[src/rtl/uart_pkg.sv]
// Shared UART definitions: receiver/transmitter state encoding and baud constants.
`default_nettype none

package uart_pkg;

  localparam logic [1:0] ST_IDLE  = 2'd0;
  localparam logic [1:0] ST_START = 2'd1;
  localparam logic [1:0] ST_DATA  = 2'd2;
  localparam logic [1:0] ST_STOP  = 2'd3;

  // 50 MHz / (16 * 115200), rounded
  localparam int BAUD_DVSR_115200 = 27;
  localparam int OVERSAMPLE       = 16;

endpackage

`default_nettype wire

[src/rtl/uart_rx_baud_gen.sv]
// baud_gen: free-running mod-M counter producing a one-clk oversample tick.
`default_nettype none

module baud_gen #(
  parameter int M = 27,
  parameter int N = 5
) (
  input  logic clk,
  input  logic reset,
  output logic tick
);

  localparam logic [N-1:0] C_LAST = N'(M - 1);

  logic [N-1:0] count;

  always_ff @(posedge clk or negedge reset) begin
    if (!reset) begin
      count <= '0;
    end else if (count == C_LAST) begin
      count <= '0;
    end else begin
      count <= count + N'(1);
    end
  end

  assign tick = (count == C_LAST);

endmodule

`default_nettype wire

[src/rtl/uart_rx.sv]
// uart_rx: 16x-oversampled UART receiver with glitch rejection and framing-error flag.
`default_nettype none

module uart_rx
  import uart_pkg::*;
#(
  parameter int DBIT    = 8,
  parameter int SB_TICK = OVERSAMPLE,
  parameter int DVSR    = BAUD_DVSR_115200,
  parameter int DVSR_W  = 5
) (
  input  logic            clk,
  input  logic            reset,
  input  logic            rx,
  output logic [DBIT-1:0] dout,
  output logic            rx_done_tick,
  output logic            frame_err
);

  localparam int SW = (SB_TICK > 16) ? $clog2(SB_TICK) : 4;
  localparam int NW = (DBIT > 1) ? $clog2(DBIT) : 1;

  localparam logic [SW-1:0] C_S_MID       = SW'(7);
  localparam logic [SW-1:0] C_S_DATA_LAST = SW'(15);
  localparam logic [SW-1:0] C_S_STOP_LAST = SW'(SB_TICK - 1);
  localparam logic [NW-1:0] C_N_LAST      = NW'(DBIT - 1);

  logic            tick;
  logic            sync_q1;
  logic            rx_s;
  logic [1:0]      state_reg, state_next;
  logic [SW-1:0]   s_reg, s_next;
  logic [NW-1:0]   n_reg, n_next;
  logic [DBIT-1:0] b_reg, b_next;
  logic [DBIT-1:0] dout_reg, dout_next;
  logic            done_reg, done_next;
  logic            ferr_reg, ferr_next;
  logic            stop_exit;

  baud_gen #(
    .M (DVSR),
    .N (DVSR_W)
  ) u_baud_gen (
    .clk   (clk),
    .reset (reset),
    .tick  (tick)
  );

  // Synchronizer resets to the idle line level so reset release never looks like a start edge
  always_ff @(posedge clk or negedge reset) begin
    if (!reset) begin
      sync_q1 <= 1'b1;
      rx_s    <= 1'b1;
    end else begin
      sync_q1 <= rx;
      rx_s    <= sync_q1;
    end
  end

  always_ff @(posedge clk or negedge reset) begin
    if (!reset) begin
      state_reg <= ST_IDLE;
      s_reg     <= '0;
      n_reg     <= '0;
      b_reg     <= '0;
      dout_reg  <= '0;
      done_reg  <= 1'b0;
      ferr_reg  <= 1'b0;
    end else begin
      state_reg <= state_next;
      s_reg     <= s_next;
      n_reg     <= n_next;
      b_reg     <= b_next;
      dout_reg  <= dout_next;
      done_reg  <= done_next;
      ferr_reg  <= ferr_next;
    end
  end

  always_comb begin
    state_next = state_reg;
    s_next     = s_reg;
    n_next     = n_reg;
    b_next     = b_reg;
    case (state_reg)
      ST_IDLE: begin
        // Falling edge is taken on any clk, not just on a tick
        if (!rx_s) begin
          state_next = ST_START;
          s_next     = '0;
        end
      end
      ST_START: begin
        if (tick) begin
          if (s_reg == C_S_MID) begin
            if (!rx_s) begin
              state_next = ST_DATA;
              s_next     = '0;
              n_next     = '0;
            end else begin
              state_next = ST_IDLE;
            end
          end else begin
            s_next = s_reg + SW'(1);
          end
        end
      end
      ST_DATA: begin
        if (tick) begin
          if (s_reg == C_S_DATA_LAST) begin
            s_next = '0;
            b_next = {rx_s, b_reg[DBIT-1:1]};
            if (n_reg == C_N_LAST) begin
              state_next = ST_STOP;
            end else begin
              n_next = n_reg + NW'(1);
            end
          end else begin
            s_next = s_reg + SW'(1);
          end
        end
      end
      default: begin
        if (tick) begin
          if (s_reg == C_S_STOP_LAST) begin
            state_next = ST_IDLE;
          end else begin
            s_next = s_reg + SW'(1);
          end
        end
      end
    endcase
  end

  always_comb begin
    stop_exit = (state_reg == ST_STOP) && tick && (s_reg == C_S_STOP_LAST);
    done_next = stop_exit && rx_s;
    ferr_next = stop_exit && !rx_s;
    dout_next = stop_exit ? b_reg : dout_reg;
  end

  assign dout         = dout_reg;
  assign rx_done_tick = done_reg;
  assign frame_err    = ferr_reg;

endmodule

`default_nettype wire

[config.mk]
export PLATFORM = sky130hd
export DESIGN_NAME = uart_rx
export DESIGN_NICKNAME = d
export VERILOG_FILES = /design/src/rtl/uart_pkg.sv /design/src/rtl/uart_rx_baud_gen.sv /design/src/rtl/uart_rx.sv
export SDC_FILE = /design/constraint.sdc
export NUM_CORES = 1
export LEC_CHECK = 0
export ABC_AREA = 1
export ABC_CLOCK_PERIOD_IN_PS = 1450
export CAP_MARGIN = 5
export CORE_MARGIN = 3
export CORE_UTILIZATION = 35
export CTS_CLUSTER_DIAMETER = 30
export DETAILED_ROUTE_END_ITERATION = 7
export SLEW_MARGIN = 20
export SYNTH_ARGS = -nofsm -noshare
export SYNTH_HDL_FRONTEND = slang
export SYNTH_SLANG_ARGS = --single-unit
[constraint.sdc]
create_clock -name clk -period 1.45 [get_ports clk]
set_clock_uncertainty 0.05 [all_clocks]
set_input_delay 0.29 -clock clk [delete_from_list [all_inputs] [get_ports clk]]
set_output_delay 0.29 -clock clk [all_outputs]
set_load 0.01 [all_outputs]
Word-level counts from Yosys, hierarchy flattened
Cells that the tools add are included.
{"block": "classes", "eq_ne": 16, "addsub": 3, "n_mux": 26, "n_reduce_logical": 13}
{"cell": "4-bit 2-to-1 mux", "n": 7}
{"cell": "2-bit 2-to-1 mux", "n": 9}
{"cell": "3-bit 2-to-1 mux", "n": 6}
{"cell": "2-bit inequality test, second input constant", "n": 8}
{"cell": "4-bit case mux with 3 select lines", "n": 1}
{"cell": "8-bit AND reduction", "n": 1}
{"cell": "7-bit AND reduction", "n": 1}
{"cell": "2-bit case mux with 3 select lines", "n": 1}
{"cell": "3-bit case mux with 2 select lines", "n": 1}
{"cell": "5-bit by 1-bit adder with 5-bit output, second input constant", "n": 1}
{"cell": "5-bit == test, second input constant", "n": 1}
{"cell": "5-bit 2-to-1 mux", "n": 1}
{"cell": "4-bit by 1-bit adder with 4-bit output, second input constant", "n": 1}
{"cell": "2-bit == test, second input constant", "n": 2}
{"cell": "4-bit by 3-bit == test with 1-bit output, second input constant", "n": 1}
{"cell": "4-bit == test, second input constant", "n": 1}
{"cell": "1-bit logical AND", "n": 4}
{"cell": "4-bit by 1-bit inequality test with 1-bit output, second input constant", "n": 1}
{"cell": "4-bit AND reduction", "n": 1}
{"cell": "2-bit nonzero test", "n": 2}
{"cell": "3-bit by 1-bit adder with 3-bit output, second input constant", "n": 1}
{"cell": "3-bit == test, second input constant", "n": 1}
{"cell": "3-bit AND reduction", "n": 1}
{"cell": "3-bit nonzero test", "n": 1}
{"cell": "3 further kinds", "n": 3}
{"block": "totals", "output_inout_bits": 10, "register_bits": 34}

Longest topological paths before layout
Gate-level depths: netlist of run 1.
{"block": "depth", "depth_word": 5, "mapped_depth": 10}

Hierarchy
Synthesis of run 1 repeated with hierarchy kept, for this count alone.
{"block": "unflattened", "hier_cells": 191, "hier_area_um2": 1637.8}
{"mod": "uart_rx", "seq_area_each_um2": 728.2, "area_per_inst_um2": 1392.6, "instances": 1, "cells_per_inst": 162}
{"mod": "baud_gen", "seq_area_each_um2": 125.1, "area_per_inst_um2": 245.2, "instances": 1, "cells_per_inst": 29}

Worst setup path before layout of run 1
OpenSTA, ideal clock, no wires.
{"block": "synth_timing", "path_kind": "register to register", "from": "reg u_baud_gen.count[0]", "to": "reg b_reg[2]", "path_buffers": 1, "stages_incl_launch_ff": 11, "required_time_ns": 1.282, "period_less_slack_ns": 1.400, "arrival_time_ns": 1.232, "path_slack_ns": 0.050, "path_cell_list": "dfrtp_1 -> inv_1 -> ha_1 -> nand2_1 -> inv_1 -> nand2_2 -> inv_2 -> nand3_4 -> buf_6 -> nand2_1 -> o21ai_2"}
{"block": "synth_between", "elab_chain_cells": 2}
{"element": "from (decl)", "line": "uart_rx_baud_gen.sv:15", "source": "logic [N-1:0] count;"}
{"element": "from (signal assigned)", "line": "uart_rx_baud_gen.sv:23", "source": "count <= count + N'(1);"}
{"element": "5-bit == test", "line": "uart_rx_baud_gen.sv:27", "source": "assign tick = (count == C_LAST);"}
{"element": "3-bit AND reduction (no source line)"}
{"element": "to (signal assigned)", "line": "uart_rx.sv:73", "source": "b_reg <= b_next;"}
{"element": "to (decl)", "line": "uart_rx.sv:34", "source": "logic [DBIT-1:0] b_reg, b_next;"}
No other way between the ends.
A chain may end at the register's enable or synchronous reset.

Worst setup path in the final report of run 1
{"block": "layout_timing", "from": "reg n_reg[0]", "to": "reg n_reg[2]"}
{"block": "layout_between", "elab_chain_cells": 5, "elab_cells_between_ends": 8}
{"element": "from (decl)", "line": "uart_rx.sv:33", "source": "logic [NW-1:0] n_reg, n_next;"}
{"element": "from (signal assigned)", "line": "uart_rx.sv:72", "source": "n_reg <= n_next;"}
{"element": "3-bit by 1-bit adder with 3-bit output", "line": "uart_rx.sv:116", "source": "n_next = n_reg + NW'(1);"}
{"element": "3-bit 2-to-1 mux", "line": "uart_rx.sv:113", "source": "if (n_reg == C_N_LAST) begin"}
{"element": "3-bit 2-to-1 mux", "line": "uart_rx.sv:110", "source": "if (s_reg == C_S_DATA_LAST) begin"}
{"element": "3-bit 2-to-1 mux", "line": "uart_rx.sv:109", "source": "if (tick) begin"}
{"element": "3-bit case mux with 2 select lines", "line": "uart_rx.sv:85", "source": "case (state_reg)"}
Parallel ways exist; a longest one is shown, timed or not. The select of a mux whose other input is x is not followed.

==> metrics.txt, run 1 <==
# TYPE chip_impl_metric gauge
chip_impl_info{name="outcome",value="finished clean"} 1
chip_impl_metric{name="synth_area",unit="um2"} 1660
chip_impl_metric{name="worst_slew_pin_slew",unit="ns"} 0.275
chip_impl_info{name="clock_tree_from_tritoncts",value="built"} 1
chip_impl_metric{name="grt_first_pass_wirelength",unit="um"} 5170
chip_impl_metric{name="timing.critical_path.fanout_max",unit=""} 4
chip_impl_info{name="top_layer_used",value="met4"} 1
chip_impl_metric{name="power.density",unit="nW/um2"} 957
chip_impl_info{name="regToRegEndpoint",value="n_reg[2]"} 1
chip_impl_metric{name="drt-vias-per-instance",unit=""} 4.67
chip_impl_metric{name="yosys_warnings",unit=""} 0
chip_impl_metric{name="residual_drc_count",unit=""} 0
chip_impl_metric{name="num_vias",unit=""} 1256
chip_impl_metric{name="crit_required",unit="ns"} 1.58
chip_impl_metric{name="final_critical_path_setup_slack",unit="ns"} 0.0592
chip_impl_metric{name="grt.overflow.total",unit=""} 0
chip_impl_metric{name="final-instance-count-excl-fill",unit=""} 269
chip_impl_info{name="min-delay-path-class",value="input pin to asynchronous set/reset pin"} 1
chip_impl_metric{name="ant_nets",unit=""} 0
chip_impl_metric{name="insertedDiodeCount",unit=""} 0
chip_impl_metric{name="antenna_violations_before_repair",unit=""} 0
chip_impl_metric{name="met2RoutedLength",unit="um"} 1450
chip_impl_info{name="path_cells",value="ha_2 > ha_1 > inv_1 > nand2_2 > nand2_2 > nand3_2 > nand2_1 > nand2_1"} 1
chip_impl_info{name="worst_setup_path_start_kind",value="flip-flop"} 1
chip_impl_info{name="layout_common_cells",value="nand2_1 (52), dfrtp_1 (32), inv_1 (21), o21ai_2 (16), nor2_1 (12)"} 1
chip_impl_metric{name="final_max_slew_viol_count",unit=""} 0
chip_impl_metric{name="cts_hold_buf",unit=""} 0
chip_impl_metric{name="port_buffers",unit=""} 12
chip_impl_metric{name="rrSetupSlack",unit="ns"} 0.06
chip_impl_metric{name="fin_crit",unit="ns"} 1.39
chip_impl_metric{name="clkLatencyLatePin",unit="ns"} 0.29
chip_impl_info{name="rr_startpoint",value="n_reg[0]"} 1
chip_impl_info{name="setup.worst_path.class",value="flip-flop to flip-flop"} 1
chip_impl_metric{name="cts_inserted_buffers",unit=""} 5
chip_impl_metric{name="drt-initial-drc-count",unit=""} 41
chip_impl_metric{name="power",unit="mW"} 2.06
chip_impl_info{name="slowest_cell_on_the_critical_path",value="dfrtp_1"} 1
chip_impl_metric{name="placement_rows",unit=""} 24
chip_impl_metric{name="numClockSinks",unit=""} 34
chip_impl_metric{name="report.final.hold_viol_count",unit=""} 0
chip_impl_metric{name="place_congestion",unit=""} 0.762
chip_impl_metric{name="yosysTopAreaCellShare",unit=""} 0.482
chip_impl_info{name="critical_path.endpoint_type",value="flip-flop"} 1
chip_impl_info{name="rsz0062_at_grt",value="true"} 1
chip_impl_metric{name="avgRoutedWirePerCell",unit="um"} 11.4
chip_impl_metric{name="max_freq",unit="GHz"} 0.719
chip_impl_metric{name="yosysSeqAreaShare",unit=""} 0.514
chip_impl_metric{name="finalSetupViolCount",unit=""} 0
chip_impl_metric{name="worst_ir_drop_vdd",unit="V"} 0.000572
chip_impl_metric{name="worst_slew_margin_rel",unit=""} 0.816
chip_impl_metric{name="core",unit="um2"} 4470
chip_impl_metric{name="post-place-cells",unit=""} 258
chip_impl_metric{name="yosysUniqueCellTypes",unit=""} 21
chip_impl_metric{name="synthesized_nets",unit=""} 194
chip_impl_metric{name="avgSynthCellArea",unit="um2"} 8.93
chip_impl_metric{name="crit_path_max_incr_delay",unit="ns"} 0.41
chip_impl_metric{name="power.static_leakage",unit="nW"} 1.03
chip_impl_metric{name="area_growth_syn_to_layout",unit="%"} 29.5
chip_impl_metric{name="syn-instance-count",unit=""} 186
chip_impl_metric{name="die_h",unit="um"} 74.9
chip_impl_metric{name="maxCapViolations",unit=""} 0
chip_impl_info{name="yosys.area.top_type",value="dfrtp_1"} 1
chip_impl_metric{name="first_global_vias",unit=""} 1161
chip_impl_metric{name="detail_route.first_pass.iterations",unit=""} 4
chip_impl_metric{name="hpwl_after_detailed_placement",unit="um"} 2210
chip_impl_metric{name="die_outline_area",unit="um2"} 5610
chip_impl_info{name="clk_root_buffer_cell",value="clkbuf_8"} 1
chip_impl_metric{name="grt_util_all_layers",unit=""} 0.124
chip_impl_metric{name="die_x",unit="um"} 74.9
chip_impl_metric{name="arrival",unit="ns"} 1.52
chip_impl_metric{name="detail_route.wirelength",unit="um"} 3070
chip_impl_metric{name="cts.clk_slew.worst_paths",unit="ns"} 0.07
chip_impl_metric{name="starting_density_of_the_core",unit=""} 0.371
chip_impl_metric{name="r2r_cells",unit=""} 8
chip_impl_metric{name="clock_tree.buffer_depth",unit=""} 2
chip_impl_info{name="category_of_cells_accounting_for_the_largest_share_of_critical_path_delay",value="flip-flops"} 1
chip_impl_metric{name="design.final.nets",unit=""} 224
chip_impl_info{name="commonest_non_fill_non_tap_cell_in_the_layout",value="nand2_1"} 1
chip_impl_metric{name="postSynthRegisterBits",unit=""} 34
chip_impl_info{name="netlist_top_cells_area",value="dfrtp_1 (48%), nand2_1 (13%), o21ai_2 (8.4%), inv_1 (5.2%), ha_1 (3.8%)"} 1
chip_impl_metric{name="finalCritPeriodShare",unit=""} 0.959
chip_impl_metric{name="ctsHtreeMaxLevel",unit=""} 2
chip_impl_metric{name="dp_worst_setup_slack",unit="ns"} -0.0193
chip_impl_metric{name="wl_met1",unit="um"} 1450
chip_impl_metric{name="grt_max_degree",unit=""} 21
chip_impl_metric{name="layout-drive-gt1-share",unit=""} 0.295
chip_impl_metric{name="detailroute.wirelength.met3",unit="um"} 95
chip_impl_metric{name="worstPathBufferInverterCount",unit=""} 1
chip_impl_metric{name="num_io_pins",unit=""} 13
==> cell type report <==
class                      instances  area [um2]
multi-input combinational        126         795
inverter                          26         105
clock inverter                     2        60.1
timing repair buffer              23         190
sequential                        34         853
fill                             420        2320
clock buffer                       6        82.6
tap                               52        65.1
==> synthesized netlist by cell type <==
library cell,number
dfstp_2,2
dfrtp_1,32
nand3_2,2
nand2_2,1
xnor2_1,1
a21oi_1,2
ha_1,5
nand4_1,4
inv_1,23
buf_6,2
a31oi_1,1
nand3_1,10
nor2_1,14
nand3_4,2
inv_2,3
xor2_1,1
nand2_1,58
o21ai_0,4
nor2_4,1
o21ai_2,16
nor2_2,2
==> layer usage <==
| layer | track usage | vias up |
|---|---|---|
| met2 | 0.193 | 12 |
| li1 | - | 654 |
| met3 | 0.0401 | 7 |
| met5 | 0 | - |
| met4 | 0.0593 | 0 |
| met1 | 0.156 | 583 |
==> cell families after synthesis <==
group,synth area share
AO/OA/AOI/OAI,0.106
XOR/XNOR,0.0106
adder cells (fa/ha/maj),0.0377
buffers and inverters,0.0723
flip-flops,0.514
AND/OR/NAND/NOR,0.259
==> worst max-delay path by stage <==
stage	end	slack, ns	startpoint	cells after the start
2_1_floorplan	b_reg[2]	0.05	u_baud_gen.count[0]	10
3_3_place_gp	dout[2]	0.006	s_reg[0]	6
3_5_place_dp	dout[0]	-0.02	u_baud_gen.count[0]	9
4_1_cts	dout[0]	-0.04	u_baud_gen.count[0]	9
5_1_grt	n_reg[2]	-0.03	n_reg[0]	8
6_report	n_reg[2]	0.06	n_reg[0]	8
==> metrics by stage <==
step	area, um2	hold WS, ns	utilization	setup TNS, ns
floorplan	1660	-0.0556	-	0
global placement	1900	0.296	0.424	0
detailed placement	1900	0.301	0.424	-0.128
CTS	2030	0.298	0.454	-0.320
global route	2150	0.309	0.481	-0.107
finish	2150	0.299	0.481	0
==> repair_timing <==
item | CTS | global route
setup buffers | 0 | 1
pin swaps | 0 | 6
gates cloned | 0 | 2
endpoints found under the setup margin | 26 | 27
gates resized for setup | 11 | 27
==> power by group <==
part,switching [mW],leakage (nW),internal [mW]
logic,0.0245,0.519,0.00977
clock network,0.336,0.0714,0.733
registers,0.00151,0.443,0.953
total,0.362,1.03,1.70
Power figures use the tool's default switching activity.
==> inputs of run 2 (changes only) <==
CTS_BUF_LIST = sky130_fd_sc_hd__clkbuf_8   (was default)
==> results of run 2 <==
The final DEF is identical to that of run 1; final timing and power are the same.
==> inputs of run 3 (changes only) <==
CAP_MARGIN = default   (was 5)
==> results of run 3 <==
The final DEF is identical to that of run 1; final timing and power are the same.
